**src/rtl/ysyx_22041071_ifu_if.sv**
```systemverilog
// Instruction-memory channel between the fetch unit (master) and memory (slave).
// One request at a time: valid/ready request with address, response with no back-pressure.
interface ysyx_22041071_ifu_if;
    logic        inst_req_valid;
    logic        inst_req_ready;
    logic [63:0] inst_req_addr;
    logic        inst_rsp_valid;
    logic [31:0] inst_rsp_data;

    modport master (
        output inst_req_valid,
        output inst_req_addr,
        input  inst_req_ready,
        input  inst_rsp_valid,
        input  inst_rsp_data
    );

    modport slave (
        input  inst_req_valid,
        input  inst_req_addr,
        output inst_req_ready,
        output inst_rsp_valid,
        output inst_rsp_data
    );
endinterface

```
**src/rtl/ysyx_22041071_ifu.sv**
```systemverilog
// Fetch unit: owns the fetch PC, keeps one memory request in flight, fills the IF/ID slot
// and squashes wrong-path fetches when decode (jal) or execute (branch/jalr) redirects.
module ysyx_22041071_ifu #(
    parameter logic [63:0] RESET_PC = 64'h0000_0000_8000_0000
) (
    input  logic                       clk,
    input  logic                       reset,
    ysyx_22041071_ifu_if.master        imem,
    input  logic                       jump_valid,
    input  logic [63:0]                jump_pc,
    input  logic                       br_valid,
    input  logic [63:0]                br_pc,
    output logic                       valid2,
    output logic [63:0]                PC2,
    output logic [31:0]                Ins1,
    input  logic                       ready2
);

    localparam logic [1:0] IDLE = 2'd0;
    localparam logic [1:0] REQ  = 2'd1;
    localparam logic [1:0] WAIT = 2'd2;

    logic [1:0]  state;
    logic [63:0] pc;
    logic [63:0] fetch_pc;
    logic        drop;

    logic        redirect;
    logic [63:0] redirect_pc;
    logic        req_fire;
    logic        rsp_take;
    logic        fill;

    function automatic logic [63:0] align_pc(input logic [63:0] addr);
        return addr & ~64'h3;
    endfunction

    // Execute redirects are older than decode redirects, so they win.
    assign redirect    = br_valid | jump_valid;
    assign redirect_pc = align_pc(br_valid ? br_pc : jump_pc);

    // Only ask for a new word when the slot is guaranteed free before it can return.
    assign imem.inst_req_valid = (state == REQ) & (~valid2 | ready2);
    assign imem.inst_req_addr  = pc;

    assign req_fire = imem.inst_req_valid & imem.inst_req_ready;
    assign rsp_take = (state == WAIT) & imem.inst_rsp_valid;
    assign fill     = rsp_take & ~drop & ~redirect;

    // fetch control: FSM, pc, in-flight address and the squash flag
    always_ff @(posedge clk or posedge reset) begin
        if (reset) begin
            state    <= IDLE;
            pc       <= RESET_PC;
            fetch_pc <= 64'd0;
            drop     <= 1'b0;
        end else begin
            case (state)
                IDLE: state <= REQ;
                REQ: begin
                    if (req_fire) begin
                        state    <= WAIT;
                        fetch_pc <= pc;
                    end
                end
                WAIT: begin
                    if (imem.inst_rsp_valid) state <= REQ;
                end
                default: state <= IDLE;
            endcase

            // A redirect while a word is in flight squashes that word when it lands.
            if (req_fire)
                drop <= redirect;
            else if (rsp_take)
                drop <= 1'b0;
            else if ((state == WAIT) && redirect)
                drop <= 1'b1;

            if (redirect)
                pc <= redirect_pc;
            else if (fill)
                pc <= fetch_pc + 64'd4;
        end
    end

    // IF/ID slot
    always_ff @(posedge clk or posedge reset) begin
        if (reset) begin
            valid2 <= 1'b0;
            PC2    <= 64'd0;
            Ins1   <= 32'd0;
        end else begin
            if (redirect)
                valid2 <= 1'b0;
            else if (fill)
                valid2 <= 1'b1;
            else if (ready2)
                valid2 <= 1'b0;

            if (fill) begin
                PC2  <= fetch_pc;
                Ins1 <= imem.inst_rsp_data;
            end
        end
    end

endmodule

```
**src/flat_wrapper.sv**
```systemverilog
// flat-port wrapper written by rule: the top's interface ports become plain ports
module ysyx_22041071_ifu_flat 
#(
    parameter logic [63:0] RESET_PC = 64'h0000_0000_8000_0000
)
  (clk, reset, jump_valid, jump_pc, br_valid, br_pc, valid2, PC2, Ins1, ready2, imem_inst_req_valid, imem_inst_req_addr, imem_inst_req_ready, imem_inst_rsp_valid, imem_inst_rsp_data);
  ysyx_22041071_ifu_if imem_i ();
  input  logic clk;
  input  logic reset;
  input  logic jump_valid;
  input  logic [63:0] jump_pc;
  input  logic br_valid;
  input  logic [63:0] br_pc;
  output logic valid2;
  output logic [63:0] PC2;
  output logic [31:0] Ins1;
  input  logic ready2;
  output wire logic [$bits(imem_i.inst_req_valid)-1:0] imem_inst_req_valid;
  output wire logic [$bits(imem_i.inst_req_addr)-1:0] imem_inst_req_addr;
  input wire logic [$bits(imem_i.inst_req_ready)-1:0] imem_inst_req_ready;
  input wire logic [$bits(imem_i.inst_rsp_valid)-1:0] imem_inst_rsp_valid;
  input wire logic [$bits(imem_i.inst_rsp_data)-1:0] imem_inst_rsp_data;
  assign imem_inst_req_valid = imem_i.inst_req_valid;
  assign imem_inst_req_addr = imem_i.inst_req_addr;
  assign imem_i.inst_req_ready = imem_inst_req_ready;
  assign imem_i.inst_rsp_valid = imem_inst_rsp_valid;
  assign imem_i.inst_rsp_data = imem_inst_rsp_data;
  ysyx_22041071_ifu #(.RESET_PC(RESET_PC)) u_core (.clk(clk), .reset(reset), .imem(imem_i), .jump_valid(jump_valid), .jump_pc(jump_pc), .br_valid(br_valid), .br_pc(br_pc), .valid2(valid2), .PC2(PC2), .Ins1(Ins1), .ready2(ready2));
endmodule
```
**config.mk**
```make
export PLATFORM = sky130hd
export DESIGN_NAME = ysyx_22041071_ifu_flat
export DESIGN_NICKNAME = d
export VERILOG_FILES = /design/src/rtl/ysyx_22041071_ifu_if.sv /design/src/rtl/ysyx_22041071_ifu.sv /design/src/flat_wrapper.sv
export SDC_FILE = /design/constraint.sdc
export NUM_CORES = 1
export LEC_CHECK = 0
export ABC_AREA = 1
export CAP_MARGIN = 20
export CORE_MARGIN = 2
export CORE_UTILIZATION = 30
export CTS_CLUSTER_DIAMETER = 30
export DETAILED_ROUTE_END_ITERATION = 7
export GPL_TIMING_DRIVEN = 0
export PLACE_DENSITY = 0.66
export SETUP_SLACK_MARGIN = 0.5
export SLEW_MARGIN = 20
export SYNTH_ARGS = -nofsm -noshare
export SYNTH_HDL_FRONTEND = slang
export SYNTH_SLANG_ARGS = --single-unit
```
**constraint.sdc**
```tcl
create_clock -name clk -period 13 [get_ports clk]
set_input_delay 1.95 -clock clk [delete_from_list [all_inputs] [get_ports clk]]
set_output_delay 1.95 -clock clk [all_outputs]
set_load 0.05 [all_outputs]
```
==> PnR_summary.wiki, run 1 <==
{| class="wikitable"
! Metric !! Value
|-
| Critical path, cell by cell || clkdlybuf4s50_1 -> nor2_1 -> nor3_1 -> clkdlybuf4s50_1
|-
| Fraction of registers with async set/reset || 100%
|-
| Commonest cells after routing, fill and taps aside || sky130_fd_sc_hd__nand2_1, sky130_fd_sc_hd__nor2_1, sky130_fd_sc_hd__clkdlybuf4s50_1, sky130_fd_sc_hd__dfrtp_1, sky130_fd_sc_hd__a21oi_1
|-
| Critical path depth || 4
|-
| Port-buffer cells || 323
|-
| Worst-path clk slew || 0.05 ns
|-
| RSZ-0062 raised after global routing || no
|-
| H-tree levels || 2
|-
| Sequential fraction of the synthesis area || 49.5%
|-
| Height of the chip || 200 um
|-
| Number of optimization iterations in the first detailed-route pass || 7
|-
| Worst path setup slack after routing || 7.45 ns
|-
| Post-Synthesis Net Count || 1756
|-
| Die Footprint || 0.0400 sq mm
|-
| Total congestion overflow after global routing || 0
|-
| Max-Cap Viols || 0
|-
| Final clock period utilization by the worst path || 42.7%
|-
| Data required time at the worst endpoint || 11.05 ns
|-
| Clock Skew || 0.0269 ns
|-
| Number of global-route vias before repair || 12437
|-
| Worst setup slack after placement || 7.45 ns
|-
| Utilization after layout || 45.9%
|-
| Total Power || 4.31 mW
|-
| Power per unit of standard cell area || 249 mW/mm^2
|-
| Synthesized flop and latch total || 228
|-
| Clock sinks || 228
|-
| Critical path class || input pin to primary output
|-
| Top achievable clock speed || 0.180 GHz
|-
| Reported net switching power || 1.90 mW
|-
| Count of endpoints failing setup in the final report || 0
|-
| Slew HR || 44.6%
|-
| DRT iter0 DRCs || 862
|-
| Average routed wire per standard cell || 18.9 um
|-
| Comb pwr share || 40.9%
|-
| Pin count of the biggest net entering global routing || 98
|-
| Filler Cells Inserted || 3781
|-
| Half-perimeter wire length of the detailed placement result || 36600 um
|-
| Primary FF master, synth || sky130_fd_sc_hd__dfrtp_1
|-
| Switching part of the total || 44.1%
|-
| Leading cell type in the layout, fill and taps excluded || sky130_fd_sc_hd__nand2_1
|-
| Cell internal pwr || 2.41 mW
|-
| Worst Path Max Fanout || 2
|-
| Vias post-DR || 12209
|-
| Postcts setup bufs || 0
|-
| Worst skew pair latency || 0.55 ns
|-
| Placement row count || 71
|-
| Worst voltage drop across the vdd grid || 0.119 mV
|-
| Buffers & Inverters on Critical Path || 2
|-
| Buffer depth of the longest clock path || 3
|-
| Core outline area || 0.0378 sq mm
|-
| Mean instance size in the synthesized netlist || 7.27 sq um
|-
| Routed via count divided by cell count || 4.83
|-
| Starting density of the core || 30.6%
|-
| Number of different library cells in the post-synthesis netlist || 33
|-
| Warnings from Yosys || 0
|-
| Family with the most delay on the worst path || buffers and inverters
|-
| Capturing element type of the critical path || primary output
|-
| Total Routing Usage GR || 23.3%
|-
| Worst Max-Slew Pin Slew || 0.831 ns
|-
| Sequential cell area || 0.00571 sq mm
|-
| Most numerous cell on the critical path || sky130_fd_sc_hd__clkdlybuf4s50_1
|-
| CP max-delay cell || sky130_fd_sc_hd__clkdlybuf4s50_1
|-
| Clock network power share || 31.2%
|-
| Antenna viol nets, final || 0
|-
| Max Transition Viols Final || 0
|-
| Root buffer cell || sky130_fd_sc_hd__clkbuf_16
|-
| Worst-case reg-to-reg path depth || 7
|-
| Area growth from synthesis to final layout || 50.1%
|-
| Clock tree from TritonCTS || built
|-
| Min Clock Period, post-route || 5.55 ns
|-
| Leading area contributor after synthesis || sky130_fd_sc_hd__dfrtp_1
|-
| Fraction of final layout cells with drive strength greater than 1 || 7.84%
|-
| Total clock buffers created by CTS || 54
|-
| Count of instances resized after the clock tree is built || 0
|-
| Top-Level Pins || 329
|-
| Drt drc || 0
|-
| Placer's final routability congestion estimate || 0.946
|-
| Number of non-filler instances in the completed layout || 2526
|-
| Total Neg Setup Slack || 0 ns
|-
| Ant. Diodes || 0
|-
| Slowest stage delay, CP || 0.90 ns
|-
| Synthesized netlist cell count || 1588
|-
| Number of instances in the placed design || 2424
|-
| Final count of hold timing violations || 0
|-
| Most area-consuming cells after synthesis || sky130_fd_sc_hd__dfrtp_1, sky130_fd_sc_hd__nand2_1, sky130_fd_sc_hd__nor2_1
|-
| Die width || 200 um
|-
| Worst EP arrival || 3.60 ns
|-
| Worst setup SP type || input pin
|-
| EDFF count, synth || 0
|-
| Nets || 2137
|-
| Multi-input gate area || 0.00507 sq mm
|-
| Class of the most critical hold timing path || flop to flop
|-
| Top-area cell type share of the netlist area || 49.2%
|-
| Post-synthesis instance area || 0.0115 sq mm
|-
| Wire length of the first global-routing pass || 72200 um
|-
| Static leakage || 7.92 nW
|-
| Cts hold-fix bufs || 0
|-
| Power share of the sequential group || 28.0%
|-
| Total detailed-routing wirelength || 47700 um
|-
| Cell depth of the worst hold path || 2
|-
| Number of antenna violations at the first check in global routing || 0
|-
| Status || finished clean
|}
==> Yosys cell counts, drive strengths merged (5+ instances only) <==
| cell type | count |
|---|---|
| inv | 117 |
| buf | 31 |
| o22ai | 5 |
| nand3 | 57 |
| nand4 | 5 |
| nor2 | 368 |
| dfrtp | 227 |
| a21oi | 166 |
| a31oi | 9 |
| o21ai | 142 |
| nand2 | 404 |
| clkbuf | 43 |
==> final cells by class <==
| cell class | instances | share of cell area (%) |
|---|---|---|
| Sequential cell | 228 | 32.9 |
| Multi-Input combinational cell | 1168 | 29.3 |
| Timing Repair Buffer | 325 | 19.0 |
| Clock buffer | 61 | 8.49 |
| Tap cell | 511 | 3.69 |
| Inverter | 118 | 2.60 |
| Clock inverter | 41 | 2.18 |
| Buffer | 74 | 1.83 |
==> final timing paths <==
check | from | end | slack [ns]
setup / recovery | ready2 | imem_inst_req_valid | 7.45
hold / removal | u_core.Ins1[2]$_DFFE_PP0P_ | u_core.Ins1[2]$_DFFE_PP0P_ | 0.47
setup reg to reg | u_core.fetch_pc[28]$_DFFE_PP0P_ | u_core.imem.inst_req_addr[34]$_DFFE_PP0P_ | 10.84
hold reg to reg | u_core.Ins1[2]$_DFFE_PP0P_ | u_core.Ins1[2]$_DFFE_PP0P_ | 0.47
max in group asynchronous | reset | u_core.imem.inst_req_addr[38]$_DFFE_PP0P_ | 10.39
min in group asynchronous | reset | u_core.Ins1[20]$_DFFE_PP0P_ | 1.80
==> power by group through the flow <==
stage	combinational, mW	clock [mW]	sequential, mW
final	1.76	1.34	1.21
after global routing	1.89	1.40	1.24
after CTS	1.77	1.36	1.20
after detailed placement	1.76	0	1.21
after global placement	1.74	0	1.20
after floorplan	0.526	0	1.76
==> registers in the layout, indices dropped and copies added, names as in the netlist <==
register and flops:
u_core.Ins1 32, u_core.PC2 64, u_core.drop 1, u_core.fetch_pc 64
u_core.imem.inst_req_addr 64, u_core.state 2, u_core.valid2 1
==> kinds of logic after synthesis <==
group | after synthesis | share of synthesized area, %
buffers and inverters | 192 | 6.58
xor gates and xnor gates | 2 | 0.152
and+or+nand+nor | 837 | 29.1
adders and majority gates | 1 | 0.108
AOI/OAI and AO/OA | 328 | 14.6
DFF | 228 | 49.5
==> per-stage QoR <==
step                area (sq um)  hold slack, ns
detailed placement         15500           0.464
floorplan                  11500           0.453
CTS                        17300           0.478
global route               17300           0.493
global placement           15400           0.461
finish                     17300           0.474
==> worst min-delay path, delay by kind of cell, from the launching register on <==
| family | cells | cell delay [ns] |
|---|---|---|
| DFF | 1 | 0.33 |
| and+or+nand+nor | 2 | 0.10 |
==> per-layer routing <==
metal	global-route usage (%)	up-vias	wire [um]
met1	29.4	5723	20100
met5	0	-	0
li1	-	5862	-
met4	9.59	0	1910
met3	5.82	113	3610
met2	38.3	511	22100
Power figures use the tool's default switching activity.
==> run 2: changes to the inputs <==
Clock period 13 ns to 5.2 ns, I/O delays scaled along.
==> run 2 against run 1 <==
Critical path depth did not move. Core utilization rose by 0.34 points. Sequential power rose to 2.5 times the previous value. Clock-buffer cell count grew 5.
==> PnR_summary.wiki, run 2 (synthesis gave the netlist of run 1 again) <==
{| class="wikitable"
! Metric !! Value
|-
| Worst setup SP type || input pin
|-
| Placed inst area || 0.0156 sq mm (+0.53%)
|-
| Number of optimization iterations in the first detailed-route pass || 5 (-2)
|-
| Status || finished clean
|-
| Count of endpoints failing setup in the final report || 0 (unchanged)
|-
| Worst Path Max Fanout || 2 (unchanged)
|-
| Data required time at the worst endpoint || 4.42 ns (-6.63 ns)
|-
| Static leakage || 7.98 nW (+0.68%)
|-
| Drt drc || 0 (unchanged)
|-
| Buffers & Inverters on Critical Path || 2 (unchanged)
|-
| Routed via count divided by cell count || 4.80 (-0.62%)
|-
| Min Clock Period, post-route || 3.21 ns
|-
| Root buffer cell || sky130_fd_sc_hd__clkbuf_16
|-
| Final clock period utilization by the worst path || 61.7%
|-
| Clock sinks || 228 (unchanged)
|-
| Filler Cells Inserted || 3781 (unchanged)
|-
| Number of non-filler instances in the completed layout || 2535 (+0.36%)
|-
| Vias post-DR || 12177 (-0.26%)
|-
| Clock Skew || 0.0208 ns (-0.00614 ns)
|-
| Placer's final routability congestion estimate || 0.935 (-1.1%)
|-
| Power per unit of standard cell area || 623 mW/mm^2 (+150%)
|-
| Top achievable clock speed || 0.312 GHz
|-
| Total clock buffers created by CTS || 56 (+3.7%)
|-
| Leading cell type in the layout, fill and taps excluded || sky130_fd_sc_hd__nand2_1
|-
| RR Startpoint || u_core.fetch_pc[3]$_DFFE_PP0P_
|-
| Area growth from synthesis to final layout || 51.2%
|-
| Multi-input gate area || 0.00507 sq mm (unchanged)
|-
| Startpoint of the lowest-slack hold path || u_core.Ins1[13]$_DFFE_PP0P_
|-
| Max-Cap Viols || 0 (unchanged)
|-
| Fraction of final layout cells with drive strength greater than 1 || 8.01% (+0.17 points)
|-
| Top-Level Pins || 329 (unchanged)
|-
| Starting density of the core || 30.6% (unchanged)
|-
| H-tree levels || 2 (unchanged)
|-
| RSZ-0062 raised after global routing || no
|-
| Final standard cell area without fillers || 0.0175 sq mm (+0.74%)
|-
| Capturing element type of the critical path || primary output
|-
| Die width || 200 um (unchanged)
|-
| Max Transition Viols Final || 0 (unchanged)
|-
| Nets || 2144 (+0.33%)
|-
| Buffer depth of the longest clock path || 3 (unchanged)
|-
| Placement row count || 71 (unchanged)
|-
| Port-buffer cells || 323 (unchanged)
|-
| Average routed wire per standard cell || 19.0 um (+0.45%)
|-
| Postcts setup bufs || 0 (unchanged)
|-
| Final count of hold timing violations || 0 (unchanged)
|-
| Wire length of the first global-routing pass || 73800 um (+2.2%)
|-
| Slew HR || 46.7% (+2.0 points)
|-
| Worst skew pair latency || 0.56 ns (about the same)
|-
| Critical path, cell by cell || clkdlybuf4s50_1 -> nor2_1 -> nor3_1 -> clkdlybuf4s50_1
|-
| Critical path class || input pin to primary output
|-
| Antenna viol nets, final || 0 (unchanged)
|-
| Pin count of the biggest net entering global routing || 35 (-64%)
|-
| DRT iter0 DRCs || 792 (-8.1%)
|-
| Sequential cell area || 0.00571 sq mm (unchanged)
|-
| Class of the most critical hold timing path || flop to flop
|-
| Most numerous cell on the critical path || sky130_fd_sc_hd__clkdlybuf4s50_1
|-
| Commonest cells after routing, fill and taps aside || sky130_fd_sc_hd__nand2_1, sky130_fd_sc_hd__nor2_1, sky130_fd_sc_hd__clkdlybuf4s50_1, sky130_fd_sc_hd__dfrtp_1, sky130_fd_sc_hd__a21oi_1
|-
| Worst-path clk slew || 0.04 ns (about the same)
|-
| Core outline area || 0.0378 sq mm (unchanged)
|-
| Worst voltage drop across the vdd grid || 0.303 mV (+150%)
|-
| Total detailed-routing wirelength || 48000 um (+0.81%)
|-
| Number of instances in the placed design || 2429 (+0.21%)
|-
| Count of instances resized after the clock tree is built || 0 (unchanged)
|-
| Worst path setup slack after routing || 1.99 ns (-5.46 ns)
|-
| Critical Path Source || ready2
|-
| Clock tree from TritonCTS || built
|-
| CP max-delay cell || sky130_fd_sc_hd__clkdlybuf4s50_1
|-
| Die Footprint || 0.0400 sq mm (unchanged)
|-
| Total Routing Usage GR || 23.8% (+0.48 points)
|-
| Half-perimeter wire length of the detailed placement result || 37300 um (+1.9%)
|-
| Number of global-route vias before repair || 12530 (+0.75%)
|-
| Worst EP arrival || 2.43 ns (-1.17 ns)
|-
| Slowest stage delay, CP || 0.89 ns (about the same)
|-
| Family with the most delay on the worst path || buffers and inverters
|-
| Total congestion overflow after global routing || 0 (unchanged)
|-
| Total Power || 10.9 mW (+150%)
|-
| Cts hold-fix bufs || 0 (unchanged)
|-
| Height of the chip || 200 um (unchanged)
|-
| Worst Max-Slew Pin Slew || 0.800 ns (-0.0307 ns)
|-
| Worst setup slack after placement || 2.01 ns (-5.44 ns)
|-
| Number of antenna violations at the first check in global routing || 0 (unchanged)
|}
[run 2: cell count changes in the layout (fill, tap and decap cells not counted), sizes merged]
cell | previous run | this run
clkbuf | 104 | 109
inv | 128 | 122
clkinvlp | 10 | 11
diode | 0 | 2
buf | 33 | 38
bufinv | 3 | 5
[run 2: report_power, final]
part	leakage (nW)	switching, mW	internal [mW]
Clock	0.909	1.13	2.31
Combinational	4.30	3.03	1.37
Sequential	2.77	0.586	2.44
[run 2: final timing paths]
check | to | slack, ns | depth (start not counted)
min in group asynchronous | u_core.Ins1[30]$_DFFE_PP0P_ | 0.55 | 2
min | u_core.Ins1[13]$_DFFE_PP0P_ | 0.47 | 2
max | imem_inst_req_valid | 1.99 | 4
min reg2reg | u_core.Ins1[13]$_DFFE_PP0P_ | 0.47 | 2
max in group asynchronous | u_core.imem.inst_req_addr[38]$_DFFE_PP0P_ | 3.43 | 6
max reg2reg | u_core.imem.inst_req_addr[22]$_DFFE_PP0P_ | 2.96 | 9
[run 2: metal layers]
metal  up-vias  GRT usage, %  share of wire, %
met1      5727          29.7                42
met2       474          40.0                48
met5         -             0                 0
li1       5893             -                 -
met4         0          8.08               2.8
met3        83          6.17               7.3
[run 2: area by class of cell]
type	instances	share of cell area (%)
sequential	228	32.7
multi-input combinational	1168	29.1
timing repair buffer	330	19.3
clock buffer	66	8.59
tap	511	3.66
inverter	118	2.56
clock inverter	38	2.24
buffer	74	1.81
antenna	2	0.0287
[run 2: worst min-delay path, cell delays in order (launching register included)]
cell,delay [ns]
sky130_fd_sc_hd__dfrtp_1,0.33
sky130_fd_sc_hd__nand2_1,0.05
sky130_fd_sc_hd__nand2_1,0.06
[run 2: per-stage QoR]
stage / util (%) / setup TNS [ns] / hold WS [ns]
floorplan: - / 0 / 0.453
global placement: 40.8 / -66.90 / 0.461
detailed placement: 41.2 / 0 / 0.465
CTS: 46.2 / 0 / 0.477
global route: 46.2 / 0 / 0.490
finish: 46.2 / 0 / 0.472
==> run 3: changes to the inputs <==
Settings changed: PLACE_DENSITY 0.66 to 0.68.
Clock period 5.2 ns to 2.61 ns, I/O delays scaled along.
==> run 3 against run 2 <==
Clock power grew 110%. Clock skew grew 0.00070 ns. Wire length grew 2.1%. Non-clock buffer count grew 1.
==> PnR_summary.wiki, run 3 (synthesis gave the netlist of run 1 again) <==
{| class="wikitable"
! Metric !! Value
|-
| Max Transition Viols Final || 0 (unchanged)
|-
| Wire length of the first global-routing pass || 74500 um (+0.97%)
|-
| Drt drc || 0 (unchanged)
|-
| Number of antenna violations at the first check in global routing || 1 (+1)
|-
| Worst-case reg-to-reg path depth || 9 (unchanged)
|-
| Worst Path Max Fanout || 2 (unchanged)
|-
| Total Neg Setup Slack || 0 ns (unchanged)
|-
| Data required time at the worst endpoint || 2.22 ns (-2.20 ns)
|-
| Routed via count divided by cell count || 4.89 (+1.8%)
|-
| Die width || 200 um (unchanged)
|-
| Filler Cells Inserted || 3886 (+2.8%)
|-
| Clock tree from TritonCTS || built
|-
| Clock sinks || 228 (unchanged)
|-
| Area growth from synthesis to final layout || 51.1% (about the same)
|-
| Average routed wire per standard cell || 19.4 um (+2.1%)
|-
| Number of optimization iterations in the first detailed-route pass || 5 (unchanged)
|-
| Antenna viol nets, final || 0 (unchanged)
|-
| Wire length on met3 || 3650 um (+4.7%)
|-
| Root buffer cell || sky130_fd_sc_hd__clkbuf_16
|-
| Count of endpoints failing setup in the final report || 0 (unchanged)
|-
| Final clock period utilization by the worst path || 79.8%
|-
| Die Footprint || 0.0400 sq mm (unchanged)
|-
| H-tree levels || 2 (unchanged)
|-
| Slowest stage delay, CP || 0.80 ns (-0.09 ns)
|-
| Clock Skew || 0.0215 ns (+0.000705 ns)
|-
| Starting density of the core || 30.6% (unchanged)
|-
| Fraction of final layout cells with drive strength greater than 1 || 9.44% (+1.4 points)
|-
| Buffer depth of the longest clock path || 3 (unchanged)
|-
| Utilization after layout || 46.2% (about the same)
|-
| Reg-to-Reg End || u_core.imem.inst_req_addr[24]$_DFFE_PP0P_
|-
| Critical path class || flop to primary output
|-
| Slew HR || 51.7% (+5.0 points)
|-
| Cts hold-fix bufs || 0 (unchanged)
|-
| RR Startpoint || u_core.fetch_pc[3]$_DFFE_PP0P_
|-
| Slack of the worst reg-to-reg path || 0.58 ns (-2.38 ns)
|-
| Power per unit of standard cell area || 1230 mW/mm^2 (+98%)
|-
| Worst Max-Slew Pin Slew || 0.725 ns (-0.0753 ns)
|-
| Top-Level Pins || 329 (unchanged)
|-
| Half-perimeter wire length of the detailed placement result || 38000 um (+2.0%)
|-
| Vias post-DR || 12391 (+1.8%)
|-
| Nets || 2146 (+0.093%)
|-
| Total congestion overflow after global routing || 0 (unchanged)
|-
| Commonest cells after routing, fill and taps aside || sky130_fd_sc_hd__nand2_1, sky130_fd_sc_hd__nor2_1, sky130_fd_sc_hd__dfrtp_1, sky130_fd_sc_hd__a21oi_1, sky130_fd_sc_hd__clkdlybuf4s50_1
|-
| Placer's final routability congestion estimate || 0.953 (+1.8%)
|-
| Static leakage || 8.54 nW (+7.0%)
|-
| Leading cell type in the layout, fill and taps excluded || sky130_fd_sc_hd__nand2_1
|-
| Capturing element type of the critical path || primary output
|-
| Status || finished clean
|-
| Postcts setup bufs || 0 (unchanged)
|-
| Total Routing Usage GR || 24.1% (+0.30 points)
|-
| Placement row count || 71 (unchanged)
|-
| Min Clock Period, post-route || 2.08 ns
|-
| Final count of hold timing violations || 0 (unchanged)
|-
| Worst voltage drop across the vdd grid || 0.691 mV (+130%)
|-
| Port-buffer cells || 323 (unchanged)
|-
| Total detailed-routing wirelength || 49000 um (+2.1%)
|-
| Worst setup SP type || flop
|-
| Max-Cap Viols || 0 (unchanged)
|-
| Pin count of the biggest net entering global routing || 34 (-2.9%)
|-
| Uppermost metal layer occupied by signal nets || met4
|-
| Number of global-route vias before repair || 12384 (-1.2%)
|-
| RSZ-0062 raised after global routing || yes
|-
| Multi-input gate area || 0.00512 sq mm (+0.91%)
|-
| Worst-path clk slew || 0.05 ns (about the same)
|-
| DRT iter0 DRCs || 940 (+19%)
|-
| Buffers & Inverters on Critical Path || 1 (-1)
|-
| Sequential cell area || 0.00571 sq mm (+0.13%)
|-
| Worst EP arrival || 1.69 ns (-0.74 ns)
|-
| Met2 wire len || 22800 um (-0.33%)
|-
| Critical path, cell by cell || clkdlybuf4s50_1
|-
| Total clock buffers created by CTS || 57 (+1.8%)
|-
| WL met1 || 21200 um (+4.0%)
|-
| Top achievable clock speed || 0.480 GHz
|-
| Worst skew pair latency || 0.58 ns (+0.02 ns)
|-
| CP max-delay cell || sky130_fd_sc_hd__clkdlybuf4s50_1
|-
| Ant. Diodes || 0 (-2)
|-
| Core outline area || 0.0378 sq mm (unchanged)
|-
| Family with the most delay on the worst path || buffers and inverters
|-
| Class of the most critical hold timing path || input pin to asynchronous set/reset pin
|-
| Height of the chip || 200 um (unchanged)
|}
[run 3: changes by cell type in the layout (fill, tap and decap cells not counted), sizes merged]
cell           change
clkinv             -2
clkdlybuf4s50    -160
inv                -3
bufinv             +4
clkinvlp           -3
dlygate4sd2      +157
dlymetal6s2s       +2
diode              -2
clkbuf             +6
[run 3: power by group]
part | internal [mW] | total, mW | leakage [nW] | switching (mW)
clock | 5.02 | 7.19 | 0.960 | 2.17
combinational | 2.17 | 8.32 | 4.81 | 6.15
sequential | 4.88 | 6.00 | 2.76 | 1.13
total | 12.1 | 21.5 | 8.54 | 9.45
[run 3: per-layer routing]
metal	GRT usage (%)	up-vias
met2	39.7	538
met1	31.2	5875
met4	8.69	0
met3	5.19	91
li1	-	5887
met5	0	-
[run 3: worst max-delay path by stage]
stage / startpoint / to / cells past startpoint
after detailed placement: br_valid / u_core.imem.inst_req_addr[13]$_DFFE_PP0P_ / 7
after global routing: u_core.fetch_pc[3]$_DFFE_PP0P_ / u_core.imem.inst_req_addr[40]$_DFFE_PP0P_ / 9
after global placement: reset / u_core.imem.inst_req_addr[45]$_DFFE_PP0P_ / 2
final: u_core.Ins1[19]$_DFFE_PP0P_ / Ins1[19] / 1
after CTS: u_core.valid2$_DFFE_PP0P_ / imem_inst_req_valid / 4
after floorplan: reset / u_core.Ins1[0]$_DFFE_PP0P_ / 1
[run 3: cell type report]
class | instances | area share (%)
inverter | 118 | 2.57
clock inverter | 34 | 2.52
multi-input combinational | 1168 | 29.3
sequential | 228 | 32.8
tap | 511 | 3.67
timing repair buffer | 331 | 18.4
clock buffer | 70 | 8.80
buffer | 74 | 1.92
[run 3: stage by stage]
step | hold WS [ns] | worst slack [ns] | cells | power (mW) | cell area (sq um)
global placement | 0.461 | -2.56 | 2422 | 14.8 | 15400
CTS | 0.267 | 0.387 | 2534 | 21.6 | 17400
finish | 0.280 | 0.527 | 2534 | 21.5 | 17400
detailed placement | 0.464 | -0.129 | 2430 | 14.9 | 15600
global route | 0.312 | 0.470 | 2534 | 22.6 | 17400
floorplan | 0.453 | -0.761 | 1588 | 11.4 | 11600
[run 3: timing repair]
item,in CTS,in global routing
setup endpoints to repair,219,65
pin swaps,0,1
resized for setup,170,28
endpoints found under the hold margin,0,0
